$ cat src/rtl/regfile_port_arbiter.sv
// Round-robin arbiter sharing the register file's single read/write port pair
// between requester q0 (integer side) and q1 (FP side). One operation every three
// cycles: accept (IDLE) -> strobe (ISSUE) -> completion pulse (RESP).
// Optional feature: define REGARB_R0_LOCK_EN to make r0 read-only (writes to r0
// are acknowledged but never strobed into the register file).
module regfile_port_arbiter #(
  parameter int unsigned ADDR_W = 5,
  parameter int unsigned DATA_W = 32
) (
  input  logic              clk,
  input  logic              rst_n,
  // requester 0
  input  logic              q0_valid,
  output logic              q0_ready,
  input  logic              q0_we,
  input  logic [ADDR_W-1:0] q0_rs1,
  input  logic [ADDR_W-1:0] q0_rs2,
  input  logic [ADDR_W-1:0] q0_ws,
  input  logic [DATA_W-1:0] q0_wd,
  output logic              q0_rsp_valid,
  output logic [DATA_W-1:0] q0_rd1,
  output logic [DATA_W-1:0] q0_rd2,
  // requester 1
  input  logic              q1_valid,
  output logic              q1_ready,
  input  logic              q1_we,
  input  logic [ADDR_W-1:0] q1_rs1,
  input  logic [ADDR_W-1:0] q1_rs2,
  input  logic [ADDR_W-1:0] q1_ws,
  input  logic [DATA_W-1:0] q1_wd,
  output logic              q1_rsp_valid,
  output logic [DATA_W-1:0] q1_rd1,
  output logic [DATA_W-1:0] q1_rd2,
  // register file side
  output logic [ADDR_W-1:0] rf_rs1,
  output logic [ADDR_W-1:0] rf_rs2,
  output logic [ADDR_W-1:0] rf_ws,
  output logic [DATA_W-1:0] rf_wd,
  output logic              rf_rf,
  output logic              rf_wf,
  input  logic [DATA_W-1:0] rf_rd1,
  input  logic [DATA_W-1:0] rf_rd2
);

  typedef enum logic [1:0] {StIdle, StIssue, StResp} state_e;

  state_e              state_q, state_d;
  logic                last_grant_q, last_grant_d;
  logic                owner_q, owner_d;
  logic                we_q, we_d;
  logic [ADDR_W-1:0]   rf_rs1_q, rf_rs1_d;
  logic [ADDR_W-1:0]   rf_rs2_q, rf_rs2_d;
  logic [ADDR_W-1:0]   rf_ws_q, rf_ws_d;
  logic [DATA_W-1:0]   rf_wd_q, rf_wd_d;
  logic                rf_rf_q, rf_rf_d;
  logic                rf_wf_q, rf_wf_d;
  logic                q0_rsp_q, q0_rsp_d;
  logic                q1_rsp_q, q1_rsp_d;
  logic [DATA_W-1:0]   q0_rd1_q, q0_rd1_d;
  logic [DATA_W-1:0]   q0_rd2_q, q0_rd2_d;
  logic [DATA_W-1:0]   q1_rd1_q, q1_rd1_d;
  logic [DATA_W-1:0]   q1_rd2_q, q1_rd2_d;

  logic                accept;
  logic                winner;
  logic                sel_we;
  logic                sel_wr_ok;
  logic [ADDR_W-1:0]   sel_rs1;
  logic [ADDR_W-1:0]   sel_rs2;
  logic [ADDR_W-1:0]   sel_ws;
  logic [DATA_W-1:0]   sel_wd;

  // Arbitration: a lone requester wins; on a tie the one not granted last time wins.
  always_comb begin
    accept  = (state_q == StIdle) && (q0_valid || q1_valid);
    winner  = (q0_valid && q1_valid) ? ~last_grant_q : q1_valid;
    sel_we  = winner ? q1_we  : q0_we;
    sel_rs1 = winner ? q1_rs1 : q0_rs1;
    sel_rs2 = winner ? q1_rs2 : q0_rs2;
    sel_ws  = winner ? q1_ws  : q0_ws;
    sel_wd  = winner ? q1_wd  : q0_wd;
`ifdef REGARB_R0_LOCK_EN
    sel_wr_ok = sel_we && (sel_ws != '0);
`else
    sel_wr_ok = sel_we;
`endif
    q0_ready = accept && !winner;
    q1_ready = accept && winner;
  end

  // Next-state: latch the granted request, pulse one strobe, then ack the owner.
  always_comb begin
    state_d      = state_q;
    last_grant_d = last_grant_q;
    owner_d      = owner_q;
    we_d         = we_q;
    rf_rs1_d     = rf_rs1_q;
    rf_rs2_d     = rf_rs2_q;
    rf_ws_d      = rf_ws_q;
    rf_wd_d      = rf_wd_q;
    rf_rf_d      = 1'b0;
    rf_wf_d      = 1'b0;
    q0_rsp_d     = 1'b0;
    q1_rsp_d     = 1'b0;
    q0_rd1_d     = q0_rd1_q;
    q0_rd2_d     = q0_rd2_q;
    q1_rd1_d     = q1_rd1_q;
    q1_rd2_d     = q1_rd2_q;
    unique case (state_q)
      StIdle: begin
        if (accept) begin
          state_d      = StIssue;
          owner_d      = winner;
          last_grant_d = winner;
          we_d         = sel_we;
          rf_rs1_d     = sel_rs1;
          rf_rs2_d     = sel_rs2;
          rf_ws_d      = sel_ws;
          rf_wd_d      = sel_wd;
          rf_rf_d      = !sel_we;
          rf_wf_d      = sel_wr_ok;
        end
      end
      StIssue: begin
        state_d = StResp;
        if (owner_q) q1_rsp_d = 1'b1;
        else         q0_rsp_d = 1'b1;
        // Register file is combinational, so read data is valid during ISSUE.
        if (!we_q) begin
          if (owner_q) begin
            q1_rd1_d = rf_rd1;
            q1_rd2_d = rf_rd2;
          end else begin
            q0_rd1_d = rf_rd1;
            q0_rd2_d = rf_rd2;
          end
        end
      end
      StResp: begin
        state_d = StIdle;
      end
      default: begin
        state_d = StIdle;
      end
    endcase
  end

  // State and registered outputs; reset discards any in-flight operation.
  always_ff @(posedge clk or negedge rst_n) begin
    if (!rst_n) begin
      state_q      <= StIdle;
      last_grant_q <= 1'b1;
      owner_q      <= 1'b0;
      we_q         <= 1'b0;
      rf_rs1_q     <= '0;
      rf_rs2_q     <= '0;
      rf_ws_q      <= '0;
      rf_wd_q      <= '0;
      rf_rf_q      <= 1'b0;
      rf_wf_q      <= 1'b0;
      q0_rsp_q     <= 1'b0;
      q1_rsp_q     <= 1'b0;
      q0_rd1_q     <= '0;
      q0_rd2_q     <= '0;
      q1_rd1_q     <= '0;
      q1_rd2_q     <= '0;
    end else begin
      state_q      <= state_d;
      last_grant_q <= last_grant_d;
      owner_q      <= owner_d;
      we_q         <= we_d;
      rf_rs1_q     <= rf_rs1_d;
      rf_rs2_q     <= rf_rs2_d;
      rf_ws_q      <= rf_ws_d;
      rf_wd_q      <= rf_wd_d;
      rf_rf_q      <= rf_rf_d;
      rf_wf_q      <= rf_wf_d;
      q0_rsp_q     <= q0_rsp_d;
      q1_rsp_q     <= q1_rsp_d;
      q0_rd1_q     <= q0_rd1_d;
      q0_rd2_q     <= q0_rd2_d;
      q1_rd1_q     <= q1_rd1_d;
      q1_rd2_q     <= q1_rd2_d;
    end
  end

  assign rf_rs1       = rf_rs1_q;
  assign rf_rs2       = rf_rs2_q;
  assign rf_ws        = rf_ws_q;
  assign rf_wd        = rf_wd_q;
  assign rf_rf        = rf_rf_q;
  assign rf_wf        = rf_wf_q;
  assign q0_rsp_valid = q0_rsp_q;
  assign q1_rsp_valid = q1_rsp_q;
  assign q0_rd1       = q0_rd1_q;
  assign q0_rd2       = q0_rd2_q;
  assign q1_rd1       = q1_rd1_q;
  assign q1_rd2       = q1_rd2_q;

endmodule

$ cat config.mk
export PLATFORM = sky130hd
export DESIGN_NAME = regfile_port_arbiter
export DESIGN_NICKNAME = d
export VERILOG_FILES = /design/src/rtl/regfile_port_arbiter.sv
export SDC_FILE = /design/constraint.sdc
export NUM_CORES = 1
export LEC_CHECK = 0
export ABC_CLOCK_PERIOD_IN_PS = 2500
export CELL_PAD_IN_SITES_DETAIL_PLACEMENT = 0
export CELL_PAD_IN_SITES_GLOBAL_PLACEMENT = 2
export CORE_MARGIN = 4
export CORE_UTILIZATION = 26
export CTS_CLUSTER_SIZE = 40
export DETAILED_ROUTE_END_ITERATION = 10
export HOLD_SLACK_MARGIN = 0.02
export PLACE_DENSITY = 0.81
export SLEW_MARGIN = 20
export SYNTH_ARGS = -nofsm -noshare
export SYNTH_HDL_FRONTEND = slang
export SYNTH_SLANG_ARGS = --single-unit
$ cat constraint.sdc
create_clock -name clk -period 2.5 [get_ports clk]
set_clock_uncertainty 0.2 [all_clocks]
set_input_delay 0.375 -clock clk [delete_from_list [all_inputs] [get_ports clk]]
set_output_delay 0.375 -clock clk [all_outputs]
set_load 0.02 [all_outputs]
Word-level counts from Yosys, hierarchy flattened
Index checks and enable logic that the tools add are counted.

word-level totals
  output and inout bits = 181
  register bits after elaboration = 184
  input bits = 164
  word-level logic and storage cells = 48

cells by class
  multiplexer cells = 16
  bitwise operators = 3
  equality and inequality tests = 2
  reduce and logical (&&, ||, !) cells = 11

operators by type and width
  cell                                                 count
  2-to-1 mux 32 bit                                    1
  2-to-1 mux 5 bit                                     3
  2-to-1 mux 1 bit                                     10
  AND reduction 3 bit                                  2
  logical AND 1 bit                                    4
  case mux 2 bit (2 select lines)                      1
  inverter 1 bit                                       3
  equality test 2 x 1 -> 1 bit, second input constant  1
  logical NOT 1 bit                                    2
  logical NOT 2 bit                                    1
  2-to-1 mux 2 bit                                     1
  != test 2 bit, second input constant                 1
  AND reduction 2 bit                                  1
  logical OR 1 bit                                     1

Logic depth before layout (Yosys ltp)
Gate-level depths: netlist of the first run.

  depth after elaboration = 6
  gate-level depth with buffers = 6
  depth with buffers taken out = 4

Worst setup path after synthesis of the first run
No wires, ideal clock.

  kind = register to output
  start = register state_q[0]
  end = output q1_ready
  buffers on the path = 2
  cell stages (with the launch flop) = 5
  slack = 697 ps
  data arrival time = 1228 ps
  cells stage by stage = dfrtp_1 > nor2_2 > buf_2 > clkbuf_1 > and2_1

on the way
  longest elaborated chain between the ends = 3

ends and longest elaborated chain
  element                 RTL line  source
  start, declared         47        state_e state_q, state_d;
  start signal, assigned  151       state_q <= StIdle;
  start signal, assigned  168       state_q <= state_d;
  logical NOT 2 bit       75        accept = (state_q == StIdle) && (q0_valid || q1_valid);
  logical AND 1 bit       75
  logical AND 1 bit       88        q1_ready = accept && winner;
  end, declared           25        output logic q1_ready,

Every way passes these cells.

Final worst setup path of the first run
  start = register last_grant_q
  end = output q0_ready

on the way
  longest elaborated chain between the ends = 4

ends and longest elaborated chain
  element                 RTL line  source
  start, declared         48        logic last_grant_q, last_grant_d;
  start signal, assigned  169       last_grant_q <= last_grant_d;
  inverter 1 bit          76        winner = (q0_valid && q1_valid) ? ~last_grant_q : q1_valid;
  2-to-1 mux 1 bit        76
  logical NOT 1 bit       87        q0_ready = accept && !winner;
  logical AND 1 bit       87
  end, declared           14        output logic q0_ready,

Every way passes these cells.

==> results.md, run 1 <==
- Summing the areas of all xor and xnor instances in the mapped netlist gives 0% of the synthesized area.
- The number of max-cap violations is 0.
- The family with the most delay on the worst path is flip-flops.
- The number of hold violations in the final report was 0.
- The clock-pin slew reported for the worst setup and hold paths after clock tree synthesis is 80 ps.
- Before CTS, the worst setup slack after placement is 91.0 ps.
- The post-synthesis share of cell area spent on and, or, nand and nor gates is around 5.2%.
- The critical path goes through nand2b_1, and3_1, dlygate4sd2_1.
- After detailed routing, the number of vias per cell comes to ~4.5.
- The type of the worst setup path is flop to primary output.
- The worst slew margin relative to its limit is 60.6%.
- The number of nets at the end of the flow is between 900 and 1000.
- The category of the worst setup path capture point is a primary output.
- The number of rows created at floorplan is 60.
- The area of the mapped netlist is approximately 7200 sq um.
- The insertion delay of the later-clocked pin in the worst-skew pair is 420 ps.
- Sorting the synthesized cells by area gives the leading types as dfrtp_1, mux2_2, a221o_1.
- The final setup violation count is 0.
- The total global-route track usage is about 14%.
- The count of nets left with antenna violations once routing finished came out at 0.
- The setup fix buffers added after clock tree synthesis is 0.
- Summing the areas of all fa, ha and maj instances in the mapped netlist gives 0% of the synthesized area.
- The final critical path time including I/O delays and setup is approximately 2200 ps.
- The cell taking the most area after synthesis is dfrtp_1.
- The total power density per cell area is between 1000 and 1500 nW/um^2.
- In the synthesized netlist, mux cells make up 20.3% of the area.
- Yosys printed 0 warnings.
- The die is around 170 um tall.
- The final worst setup slack is 258 ps.
- The number of buffers added by the clock tree synthesis step is 17.
- The via count of the first global-routing pass is roughly 5800.
- For this run, the register share of the synthesized area comes to 64.1%.
- The starting density of the core is a little over a quarter.
- In this run the critical register-to-register path is launched from state_q[0].
- The H-tree was split into 4 levels.
- The final wirelength is about 22000 um.
- The sum of overflow across all layers after global routing is 0.
- The share of post-route cells with drive strength above 1 is a little over a fifth.
- The post-route cell area is between 10000 and 15000 sq um.
- In this run, the number of DRC markers left after iteration 0 of detailed routing was approximately 250.
- The number of distinct library cell variants in the gate-level netlist after synthesis is 23.
- The number of buffers and inverters on the critical path is 1.
- For this block, the via count after detailed routing is 5330.
- The leakage power is approximately 5 nW.
- The startpoint type of the worst setup path is a flop.
- The synthesized instance count is 459.
- The core region is about 27000 sq um.
- Once layout is complete, the utilization of the core stands at a little over two fifths.
- The number of nets in the synthesized netlist is between 600 and 700.
- Across all hold checks on the routed design, the worst slack comes to about 130 ps.
- Setup repair after global routing left no endpoint under its margin.
- In this run the worst path has a maximum fanout of 3.
- In the synthesized netlist the dominant register cell turns out to be dfrtp_1.
- The flow ran to the end, and the final reports show no timing, DRC or antenna violations.
- The number of antenna violations at the first check in global routing is 4.
- The cell type of the slowest stage on the worst timing path is dfstp_2.
- Data on the critical path is required at its endpoint by 1920 ps.
- The count of buffers from port buffering is approximately 340.
- The half-perimeter wire length after placement is ~16000 um.
- The die span in x is 174 um.
- After synthesis, the largest family of logic cells by area is multiplexers.
- Among all cell types in the netlist, the one instantiated most often is dfrtp_1.
- In this run the cell area measured after placement is approximately 11000 sq um.
- The highest cell delay on the worst timing path is 570 ps.
- In the synthesized netlist the async set-or-reset flop fraction comes to between 90% and 100%.
- Clock tree synthesis selected as its root buffer the cell clkbuf_16.
- For this design the top-level I/O count stands at approximately 350.
- The upper clock frequency limit is ~450 MHz.
- Entering global routing, the biggest net connects 80 pins.
- The sum of negative setup slack is 0 ps.
- The number of flops mapped to enable cells by yosys is 0.
- The repair_antennas step left the layout with diodes totalling 0.
- The number of clock sinks is between 150 and 200.
- The die covers 30300 sq um.
- The average instance area after synthesis is between 15 and 20 sq um.
- After synthesis, the most frequently instantiated cells are dfrtp_1, mux2_2, and3_1.
- The wire length of the first global-routing pass is 34100 um.
- The flop and latch count out of synthesis is about 180.
- The routability congestion estimate is about 0.75.
- The number of design rule violations left after detail routing is 0.
- The routed wire length per instance is about 18 um.
- The most critical setup path has its startpoint at last_grant_q.
- For the pin with the worst max-slew slack, the measured transition is 589 ps.
- The fraction of post-synthesis cell area in the top cell type by area is 63.8%.
- The final worst-path cycle share is about nine tenths.
- The maximum ir drop on the vdd rail is roughly 720 uV.
- The area added between synthesis and finish is 63.8%.
- The first detailed-routing pass took 5 iterations.
- TritonCTS built the clock tree.
- The min-delay analysis places its worst path in the category input pin to async pin.
- The area fraction in compound gates after synthesis is ~7.0%.
- At the worst endpoint, the arrival time is around 1700 ps.
- The number of max-slew violations in the final report is 0.
- No sink is reached through more buffers than the 2 on the longest clock path.
[worst paths after layout]
path / endpoint / slack, ps / cells past startpoint
max in group asynchronous: q1_rd2[11] / 1260 / 3
worst max-delay path: q0_ready / 260 / 3
worst min register to register: q1_rd2[21] / 290 / 1
worst max register to register: rf_wd[19] / 470 / 5
worst min-delay path: q0_rd1[26] / 130 / 2
min in group clk: q1_rd2[21] / 290 / 1
[report_power, final]
| group | leakage (nW) | total (mW) | switching, mW | internal (mW) |
|---|---|---|---|---|
| Sequential | 2.23 | 5.27 | 0.785 | 4.48 |
| Combinational | 2.49 | 8.19 | 3.87 | 4.32 |
| Clock | 0.295 | 2.79 | 1.31 | 1.48 |
[registers in the layout, indices dropped and copies added, names as in the netlist, 2 cells and up]
register and flops:
q0_rd1 32, q0_rd2 32, q1_rd1 32, q1_rd2 32, rf_rs1 5, rf_rs2 5, rf_wd 32, rf_ws 5
state_q 2
[worst reg2reg max path, stage by stage, from the launching register on]
cell	delay (ps)
dfrtp_1	440
nor2_4	180
buf_4	360
o21ai_4	100
buf_4	260
a221o_1	360
[layout make-up]
cell class / instances / area, sq um
clock buffers: 19 / 453
clock inverters: 13 / 151
fillers: 2547 / 15300
inverters: 3 / 11.3
multi-input cells: 239 / 2360
flip-flops and latches: 184 / 4610
well taps: 372 / 465
repair buffers: 365 / 3720
[placed cells by master, fill, tap and decap left out, types with 4 or more instances in the layout]
master	instances
a221o_1	47
and3_1	48
buf_12	9
buf_4	11
clkbuf_16	17
clkdlybuf4s50_1	341
dfrtp_1	183
inv_8	4
mux2_1	10
mux2_2	118
[per-layer routing]
layer  GRT usage [%]  part of all wire [%]  vias up
li1                -                     -     2410
met1            17.4                    42     2634
met2            23.1                    47      248
met3            5.63                   9.2       30
met4            3.83                   1.5        8
met5               0                  0.25        -
[timing repair]
action / in CTS / in global routing
gates resized for setup: 2 / 1
hold buffers: 1 / 0
endpoints found under the hold margin: 183 / 0
gates cloned: 0 / 0
endpoints found under the setup margin: 2 / 1
[cell families after synthesis]
group,count (synthesis)
compound gates,51
buf+inv,36
flops,184
mux,130
simple gates,58
[metrics by stage]
stage	power, mW	std cells
floorplan	9.47	459
global placement	13.5	1162
detailed placement	13.6	1162
CTS	16.5	1195
global route	17.2	1195
finish	16.2	1195
Power figures use the tool's default switching activity.
==> inputs of run 2 (changes only) <==
--- a/config.mk
+++ b/config.mk
@@ -13,7 +13,7 @@
 export CTS_CLUSTER_SIZE = 40
 export DETAILED_ROUTE_END_ITERATION = 10
 export HOLD_SLACK_MARGIN = 0.02
-export PLACE_DENSITY = 0.81
+export PLACE_DENSITY = 0.82
 export SLEW_MARGIN = 20
 export SYNTH_ARGS = -nofsm -noshare
 export SYNTH_HDL_FRONTEND = slang
==> run 2 against run 1 <==
Highest routed layer is now met4. Critical path depth rose by 1. Utilization decreased by 0.29 points. First-iteration DRC count down 17%. Die area is the same. Largest power group unchanged. Setup slack worse by 68 ps. Combinational power is 1% lower. Power down 1.6%. Clock power is 6% lower. Register-to-register slack barely moved.
==> results.md, run 2 (synthesis gave the netlist of run 1 again) <==
- The fraction of the core area covered by cells at the end of the flow is 43.1% (was 43.4%).
- The post-route cell area is 11700 sq um (was 11800 sq um).
- The leakage power is 4.96 nW (was 5.02 nW).
- The internal portion of total power is 10.1 mW (was 10.3 mW).
- The maximum ir drop on the vdd rail is 555 uV (was 719 uV).
- The number of design-rule violations left by the first detailed-router iteration is 203 (was 246).
- The number of max-cap violations is 0 (unchanged).
- The number of clock sinks was 184 (unchanged).
- The highest cell delay on the worst timing path was 420 ps (was 570 ps).
- The height of the die is 174 um (unchanged).
- The count of buffers from port buffering came to 344 (unchanged).
- The number of design rule violations left after detail routing is 0 (unchanged).
- The met2 wirelength from detailed routing is 9860 um (was 10200 um).
- The TritonCTS clock tree was yes (unchanged).
- The clock-pin slew reported for the worst setup and hold paths after clock tree synthesis is 70 ps (was 80 ps).
- The number of hold violations in the final report is 0 (unchanged).
- The actual slew at the worst max-slew pin is 545 ps (was 589 ps).
- The final worst-path cycle share was 92.4% (was 89.7%).
- The critical-path maximum fanout is 12 (was 3).
- The switching share of power was 36.8% (was 36.7%).
- The switching power of the nets is 5.89 mW (was 5.97 mW).
- The final wirelength is 21000 um (was 21800 um).
- Cell-by-cell trace of the critical path: nor2_2, buf_4, and2_1, dlygate4sd2_1 (was nand2b_1, and3_1, dlygate4sd2_1).
- The fraction of power consumed by the clock network is 16.4% (was 17.2%).
- The register-to-register setup slack came to 480 ps (was 470 ps).
- The die span in x is 174 um (unchanged).
- The highest signal layer in the routed design was met4 (was met5).
- The maximum count of clock buffers along a single path is 2 (unchanged).
- Setup repair after global routing missed its margin: false (unchanged).
- The total power is 16.0 mW (was 16.2 mW).
- The cell type of the slowest stage on the worst timing path is dfrtp_1 (was dfstp_2).
- The final setup violation count is 0 (unchanged).
- The part of the total power dissipated in combinational logic is 50.7% (was 50.4%).
- The cell area reported after detailed placement came to 11100 sq um (about the same).
- The standard cell core area was 27100 sq um (unchanged).
- The starting density of the core was 26.5% (unchanged).
- The sum of overflow across all layers after global routing was 0 (unchanged).
- The cell chosen for the clock root is clkbuf_16 (unchanged).
- The insertion delay of the later-clocked pin in the worst-skew pair is 420 ps (about the same).
- The category of the worst setup path capture point is a primary output (unchanged).
- The total global-route track usage is 13.7% (was 14.1%).
- The half-perimeter wire length after placement is 15400 um (was 16200 um).
- The via count of the first global-routing pass came to 5689 (was 5814).
- The fill cell instance count of the final layout is 2560 (was 2547).
- The die outline area is 30300 sq um (unchanged).
- The share of post-route cells with drive strength above 1 was 21.4% (was 21.7%).
- Status: finished, final reports clean (unchanged).
- The required time of the critical path came to 1920 ps (about the same).
- The startpoint type of the worst setup path is a flop (unchanged).
- The sum of met3 wire segment lengths after detailed routing is 1680 um (was 2010 um).
- The number of nets at the end of the flow came to 971 (was 974).
- The wire length of the first global-routing pass is 33100 um (was 34100 um).
- The type of the tightest min-delay check is input pin to async pin (unchanged).
- The post-detailed-route count of antenna-violating nets is 0 (unchanged).
- The critical path data arrival time is 1740 ps (was 1670 ps).
- The total power density per cell area is 1370 nW/um^2 (was 1380 nW/um^2).
- The startpoint of the worst setup timing path is state_q[0] (was last_grant_q).
- The type of the worst setup path is flop to primary output (unchanged).
- The worst-case reg-to-reg path depth is 5 (unchanged).
- The pin count of the biggest net entering global routing is 65 (was 80).
- The routed wire length per instance is 17.7 um (was 18.2 um).
- The antenna diode count came to 0 (unchanged).
- The number of levels in the clock H-tree is 4 (unchanged).
- The total via count in the routed design is 5310 (was 5330).
- The area added between synthesis and finish is 62.7% (was 63.8%).
- The detailed-route vias per instance came to 4.46 (about the same).
- The routability congestion estimate is 0.741 (was 0.746).
- The leading cell type in the layout, fill and taps excluded is clkdlybuf4s50_1 (unchanged).
- The I/O pin count is 345 (unchanged).
- The upper clock frequency limit came to 433 MHz (was 446 MHz).
- The end point of the critical path is q1_ready (was q0_ready).
- The detailed-routing iteration count for the pre-antenna-repair pass is 4 (was 5).
- The sum of negative setup slack came to 0 ps (unchanged).
- The routed length on met1 is 9070 um (was 9180 um).
- The worst slew margin relative to its limit is 63.7% (was 60.6%).
- The worst hold slack across all endpoints came to 276 ps (was 128 ps).
- The sequential share of power is 32.9% (was 32.4%).
- The number of rows created at floorplan came to 60 (unchanged).
- The number of buffers added by the clock tree synthesis step was 17 (unchanged).
- The number of max-slew violations in the final report is 0 (unchanged).
- The final critical path time including I/O delays and setup is 2310 ps (was 2240 ps).
- Most used cells in the layout excluding fill and tap cells: clkdlybuf4s50_1, dfrtp_1, mux2_2, and3_1, a221o_1 (unchanged).
- The critical register-to-register path endpoint is rf_wd[21] (was rf_wd[19]).
- The number of antenna violations at the first check in global routing was 0 (was 4).
- The launch point of the worst reg-to-reg path is state_q[0] (unchanged).
==> run 2: cell types whose count changed in the layout (fill, tap and decap cells not counted), sizes merged <==
cell	before	now
dlymetal6s2s	1	0
clkinv	4	3
buf	21	18
clkbuf	19	18
clkinvlp	1	3
bufinv	1	0
dlygate4sd2	1	2
==> run 2: worst min-delay path by stage <==
stage	startpoint	end	slack (ps)	cells after the start
2_1_floorplan	rst_n	owner_q	-120	0
3_5_place_dp	rst_n	q0_rd2[2]	150	1
3_3_place_gp	rst_n	q0_rd2[2]	150	1
5_1_grt	rst_n	q0_rd2[2]	300	2
6_report	rst_n	q1_rd2[23]	280	2
4_1_cts	rst_n	q0_rd2[2]	250	2
==> run 2: routing by layer <==
| layer | vias up | global-route usage (%) |
|---|---|---|
| met2 | 244 | 22.3 |
| li1 | 2407 | - |
| met3 | 24 | 5.05 |
| met4 | 0 | 4.03 |
| met5 | - | 0 |
| met1 | 2635 | 17.2 |
==> run 2: area by class of cell <==
cell class | instances | area, sq um | share of cell area, %
tap | 372 | 465 | 3.98
multi-input combinational | 239 | 2350 | 20.1
inverter | 3 | 11.3 | 0.0964
sequential | 184 | 4610 | 39.4
clock buffer | 18 | 439 | 3.76
timing repair buffer | 362 | 3680 | 31.5
clock inverter | 13 | 130 | 1.11
==> run 2: through the flow <==
| step | setup WS [ps] | instances |
|---|---|---|
| floorplan | 697 | 459 |
| global placement | 56.8 | 1159 |
| detailed placement | 43.6 | 1159 |
| CTS | 140 | 1191 |
| global route | 69.4 | 1191 |
| finish | 190 | 1191 |
==> run 2: critical path: cells and delay by family (launching register included) <==
kind	cells	cell delay, ps
buffers and inverters	2	540
flip-flops	1	420
AND/OR/NAND/NOR	2	360
==> run 2: power groups by stage <==
stage	clock, mW	sequential [mW]	combinational, mW
floorplan	0	7.04	2.43
global placement	0	5.29	8.20
detailed placement	0	5.31	8.26
CTS	2.74	5.28	8.25
global route	2.84	5.48	8.59
finish	2.62	5.26	8.11
==> run 2: repair_timing <==
action | CTS | global route
endpoints found under the hold margin | 44 | 0
resized for setup | 2 | 0
setup buffers | 0 | 0
endpoints found under the setup margin | 2 | 0
hold buffers | 1 | 0
==> inputs of run 3 (changes only) <==
--- a/config.mk
+++ b/config.mk
@@ -5,7 +5,7 @@
 export SDC_FILE = /design/constraint.sdc
 export NUM_CORES = 1
 export LEC_CHECK = 0
-export ABC_CLOCK_PERIOD_IN_PS = 2500
+export ABC_CLOCK_PERIOD_IN_PS = 2230
 export CELL_PAD_IN_SITES_DETAIL_PLACEMENT = 0
 export CELL_PAD_IN_SITES_GLOBAL_PLACEMENT = 2
 export CORE_MARGIN = 4
==> constraint.sdc (replaced) <==
create_clock -name clk -period 2.23 [get_ports clk]
set_clock_uncertainty 0.2 [all_clocks]
set_input_delay 0.3345 -clock clk [delete_from_list [all_inputs] [get_ports clk]]
set_output_delay 0.3345 -clock clk [all_outputs]
set_load 0.02 [all_outputs]
==> run 3 against run 2 <==
Sequential power grew 12%. Setup slack got worse by 120 ps. Worst hold slack got worse by 47 ps. Via count shrank 0.77%. Utilization rose by 0.25 points.
==> results.md, run 3 (synthesis gave the netlist of run 1 again) <==
- Status: finished, final reports clean (unchanged).
- The share of post-route cells with drive strength above 1 was 22.2% (was 21.4%).
- The count of buffer and inverter cells on the critical path was 2 (unchanged).
- The met1 global-route usage came to 17.5% (was 17.2%).
- The category of the worst setup path capture point was a primary output (unchanged).
- The die outline area is 30300 sq um (unchanged).
- The number of buffers added by the clock tree synthesis step is 17 (unchanged).
- Timing would allow up to between 400 and 500 MHz.
- The highest cell delay on the worst timing path came to 550 ps (was 420 ps).
- The leading cell type in the layout, fill and taps excluded is clkdlybuf4s50_1 (unchanged).
- The critical path data arrival time came to 1620 ps (was 1740 ps).
- The half-perimeter wire length after placement is 15700 um (was 15400 um).
- The number of antenna violations at the first check in global routing is 0 (unchanged).
- The final critical path time including I/O delays and setup is about 2200 ps.
- The post-route non-filler standard cell count is 1198 (was 1191).
- The starting density of the core came to 26.5% (unchanged).
- The logic depth of the worst setup path including buffers is 4 (unchanged).
- The final worst setup slack is 72.2 ps (was 190 ps).
- The final wirelength is 21400 um (was 21000 um).
- The height of the die is 174 um (unchanged).
- The routed wire length per instance is 17.9 um (was 17.7 um).
- The number of nets at the end of the flow is 978 (was 971).
- The detailed-routing iteration count for the pre-antenna-repair pass is 4 (unchanged).
- The startpoint type of the worst setup path was a flop (unchanged).
- The family with the most delay on the worst path is flip-flops (was buffers and inverters).
- The number of levels in the clock H-tree is 4 (unchanged).
- The pin count of the biggest net entering global routing is 65 (unchanged).
- The type of the worst setup path was flop to primary output (unchanged).
- The worst slew margin relative to its limit was 63.4% (was 63.7%).
- The number of clock sinks was 184 (unchanged).
- The number of max-cap violations is 0 (unchanged).
- The maximum count of clock buffers along a single path is 2 (unchanged).
- The wire length of the first global-routing pass is 34000 um (was 33100 um).
- The number of max-slew violations in the final report came to 0 (unchanged).
- The antenna diode count is 0 (unchanged).
- The detailed-route vias per instance came to 4.40 (was 4.46).
- The count of buffers from port buffering came to 344 (unchanged).
- The die span in x is 174 um (unchanged).
- The area added between synthesis and finish was 63.6% (was 62.7%).
- The cell type of the slowest stage on the worst timing path is dfstp_2 (was dfrtp_1).
- The total power density per cell area came to 1530 nW/um^2 (was 1370 nW/um^2).
- The actual slew at the worst max-slew pin came to 550 ps (was 545 ps).
- The final setup violation count is 0 (unchanged).
- The critical-path maximum fanout is 2 (was 12).
- The insertion delay of the later-clocked pin in the worst-skew pair is 420 ps (about the same).
- The number of hold violations in the final report is 0 (unchanged).
- The number of instances in the placed design is 1166 (was 1159).
- The routability congestion estimate was 0.725 (was 0.741).
- The worst hold slack across all endpoints is 229 ps (was 276 ps).
- The standard cell core area is 27100 sq um (unchanged).
- The met2 track utilization from global routing is 23.5% (was 22.3%).
- The worst path uses just under 100% of the clock period.
- The type of the tightest min-delay check is input pin to async pin (unchanged).
- The maximum ir drop on the vdd rail is 981 uV (was 555 uV).
- The number of design rule violations left after detail routing is 0 (unchanged).
- The I/O pin count was 345 (unchanged).
- The fraction of the core area covered by cells at the end of the flow is 43.4% (was 43.1%).
- The required time of the critical path came to 1700 ps (was 1920 ps).
- The clock-pin slew reported for the worst setup and hold paths after clock tree synthesis was 70 ps (about the same).
- The met3 routing resource usage after global routing was 4.96% (was 5.05%).
- The worst slack at placement came to -85.3 ps (was 43.6 ps).
- The via count of the first global-routing pass is 5801 (was 5689).
- The post-detailed-route count of antenna-violating nets is 0 (unchanged).
- The sum of overflow across all layers after global routing was 0 (unchanged).
- Cell-by-cell trace of the critical path: buf_4, a21boi_2, and2_1, dlygate4sd2_1 (was nor2_2, buf_4, and2_1, dlygate4sd2_1).
- The total power is 18.0 mW (was 16.0 mW).
- The cell chosen for the clock root is clkbuf_16 (unchanged).
- The setup fix buffers added after clock tree synthesis is 0 (unchanged).
- The number of rows created at floorplan is 60 (unchanged).
- The TritonCTS clock tree is yes (unchanged).
- The worst-case reg-to-reg path depth is 5 (unchanged).
- Setup repair after global routing missed its margin: false (unchanged).
- Most used cells in the layout excluding fill and tap cells: clkdlybuf4s50_1, dfrtp_1, mux2_2, and3_1, a221o_1 (unchanged).
- The number of design-rule violations left by the first detailed-router iteration is 168 (was 203).
- The total global-route track usage is 14.1% (was 13.7%).
- The most crowded layer after global routing is met2 (unchanged).
- The total via count in the routed design is 5269 (was 5310).
- The leakage power came to 5.00 nW (was 4.96 nW).
==> run 3: final timing paths <==
path | slack, ps | startpoint | end
worst max-delay path | 70 | last_grant_q | q1_ready
worst min-delay path | 230 | rst_n | q0_rd2[2]
worst max register to register | 270 | state_q[1] | q1_rd2[30]
worst min register to register | 290 | q1_rd1[29] | q1_rd1[29]
max in group asynchronous | 890 | rst_n | q1_rd1[1]
min in group clk | 290 | q1_rd1[29] | q1_rd1[29]
==> run 3: per-stage QoR <==
step	cell area [sq um]	TNS (ps)
6_report	11800	0
4_1_cts	11800	0
5_1_grt	11800	0
2_1_floorplan	7180	0
3_5_place_dp	11200	-163
3_3_place_gp	11200	-163
==> run 3: layer usage <==
metal  vias to the layer above  wire length (um)
li1                       2409                 -
met1                      2609              9170
met2                       234             10300
met3                        17              1620
met4                         0               331
met5                         -                 0
==> run 3: power breakdown <==
group / switching, mW / internal (mW)
Sequential: 0.866 / 5.02
Clock: 1.44 / 1.51
Combinational: 4.35 / 4.85
==> run 3: what timing repair did <==
action,in CTS,in global routing
gates resized for setup,3,1
setup endpoints to repair,2,1
hold buffers,1,0
endpoints found under the hold margin,40,0
==> run 3: worst register-to-register path, cell delays in order (launching register included) <==
cell and delay (ps):
dfrtp_1 400, nand2b_4 170, inv_2 60, and3_2 460
buf_12 220, mux2_2 350
==> run 3: layout make-up <==
cell class                 instances  area [sq um]
clock buffer                      18           439
clock inverter                    13           136
inverter                           3          11.3
tap                              372           465
timing repair buffer             369          3740
sequential                       184          4610
multi-input combinational        239          2350
fill                            2532         15400
==> variant, RTL diff (config.mk and constraints of run 3) <==
The parameter `DATA_W` goes from 32 to 24.
--- a/src/rtl/regfile_port_arbiter.sv
+++ b/src/rtl/regfile_port_arbiter.sv
@@ -5,7 +5,7 @@
 // are acknowledged but never strobed into the register file).
 module regfile_port_arbiter #(
   parameter int unsigned ADDR_W = 5,
-  parameter int unsigned DATA_W = 32
+  parameter int unsigned DATA_W = 24
 ) (
   input  logic              clk,
   input  logic              rst_n,
Ports: changed (9 resized); port bits go from 345 to 273. The function was not compared with the original's and may differ.
==> variant against run 3 <==
- first-iteration DRC count increased by 24%
- highest routed layer unchanged
- maximum frequency increased by 3.4%
- non-clock buffer count decreased by 81
- cell count decreased by 22%
- synthesized area decreased by 20%
- sequential cell count decreased by 40
- final area decreased by 20%
- combinational power decreased by 21%
- worst setup slack improved by 0.072 ns
- critical path type unchanged
- total power decreased by 18%
- routed wire length decreased by 22%
- largest cell class unchanged
- critical path depth decreased by 1
==> variant: results (changes against run 3) <==
| Metric | Value |
|---|---|
| Static leakage power | 4.04 nW (was 5.00 nW) |
| Count of port buffers added during placement | 272 (was 344) |
| Wire length reported by the detailed router | 16800 µm (was 21400 µm) |
| Number of global-route vias before repair | 4593 (was 5801) |
| Via total after detailed routing | 4247 (was 5269) |
| Number of violations reported at the end of detailed-routing iteration 0 | 209 (was 168) |
| Post-placement cell area | 0.00879 mm² (was 0.0112 mm²) |
| Most frequent cells after synthesis | dfrtp_1 (143), mux2_2 (76), and3_1 (40), a221o_1 (39), mux2_4 (20) (was dfrtp_1 (183), mux2_2 (118), and3_1 (49), a221o_1 (47), clkbuf_1 (13)) |
| Worst EP arrival | 1.55 ns (was 1.62 ns) |
| Weighted congestion at the end of routability-driven global placement | 0.775 (was 0.725) |
| Clk buf depth | 2 (unchanged) |
| Post-synthesis net count | 497 (was 623) |
| Fraction of final layout cells sized beyond drive strength 1 | 0.231 (was 0.222) |
| Setup-failing EPs final | 0 (unchanged) |
| Maximum number of pins on one net before global-route repair | 59 (was 65) |
| Number of antenna violations at the first check in global routing | 0 (unchanged) |
| Unique masters post-synth | 24 (was 23) |
| Dominant synthesized flop cell | dfrtp_1 (unchanged) |
| Leading cell types by total area after synthesis | dfrtp_1 (63%), mux2_2 (15%), a221o_1 (6.8%) (was dfrtp_1 (64%), mux2_2 (19%), a221o_1 (6.6%)) |
| Net count, final | 777 (was 978) |
| 1st-pass router iterations | 4 (unchanged) |
| Share of synthesized area occupied by flip-flops and latches | 0.630 (was 0.641) |
| Filler cell count in the final layout | 1919 (was 2532) |
| Worst rel slew slack | 0.701 (was 0.634) |
| Worst VDD drop | 0.722 mV (was 0.981 mV) |
| All-Layer GR Usage | 0.134 (was 0.141) |
| Number of buffers added by the clock tree synthesis step | 17 (unchanged) |
| Hold Path Class | primary input to asynchronous set/reset pin (unchanged) |
| Clock transition at the register clock pins on the worst setup and hold paths after CTS | 0.07 ns (about the same) |
| Sum of net half-perimeters after detailed placement | 12400 µm (was 15700 µm) |
| Number of antenna repair diodes | 0 (unchanged) |
| Result of the run | finished, final reports clean (unchanged) |
| Number of levels in the clock H-tree | 4 (unchanged) |
| Synth async-reset ratio | 1.00 (unchanged) |
| Root buffer cell | clkbuf_16 (unchanged) |
| Global-route wire length before repair | 25700 µm (was 34000 µm) |
| Syn. warnings | 0 (unchanged) |
| Highest net fanout along the worst path | 7 (was 2) |
| Clock insertion delay at the later pin of the skew report | 0.41 ns |
variant: logic make-up after synthesis:
| kind of cell | share of synthesized area |
|---|---|
| compound gates | 0.0731 |
| flops | 0.630 |
| simple gates | 0.0567 |
| buf+inv | 0.0341 |
| mux | 0.206 |
variant: stage by stage:
step	setup slack, ns	std cells
after floorplan	0.564	365
after global placement	-0.0498	900
after detailed placement	-0.0496	900
after CTS	0.0727	932
after global routing	0.0286	932
final	0.144	932
variant: final cells by class:
class | instances | area [µm²] | area share
well taps | 275 | 344 | 0.0367
multi-input cells | 191 | 1940 | 0.207
flip-flops and latches | 144 | 3600 | 0.384
inverters | 3 | 11.3 | 0.00120
clock inverters | 13 | 153 | 0.0163
repair buffers | 288 | 2890 | 0.308
clock buffers | 18 | 439 | 0.0468
variant: power breakdown:
group	leakage [nW]	total (mW)	switching, mW	internal (mW)
logic	2.02	7.23	3.36	3.86
registers	1.75	4.70	0.762	3.94
clock network	0.279	2.84	1.14	1.70
total	4.04	14.8	5.27	9.50
variant: worst paths after layout:
kind	startpoint	end	slack, ns	cells past startpoint
min in group clk	q1_rd2[17]	q1_rd2[17]	0.30	1
hold / removal	rst_n	q1_rd1[19]	0.20	2
setup reg to reg	state_q[0]	rf_wd[15]	0.22	5
hold reg to reg	q1_rd2[17]	q1_rd2[17]	0.30	1
max in group asynchronous	rst_n	q1_rd1[12]	0.90	3
setup / recovery	state_q[0]	q1_ready	0.14	3
variant: critical path: stages (launching register included):
cell	delay [ns]
dfrtp_1	0.44
nor2_4	0.20
and2_1	0.16
dlygate4sd2_1	0.34
variant: metal layers:
metal  part of all wire  GRT usage
met5                  0          0
met1               0.41      0.167
met4              0.014     0.0421
met2               0.51      0.223
met3              0.066     0.0409
variant: repair_timing:
| action | 4_1_cts | 5_1_grt |
|---|---|---|
| hold endpoints to repair | 40 | 0 |
| setup endpoints to repair | 2 | 1 |
| buffers inserted | 0 | 0 |
| gates resized for setup | 3 | 2 |
| hold buffers | 1 | 0 |
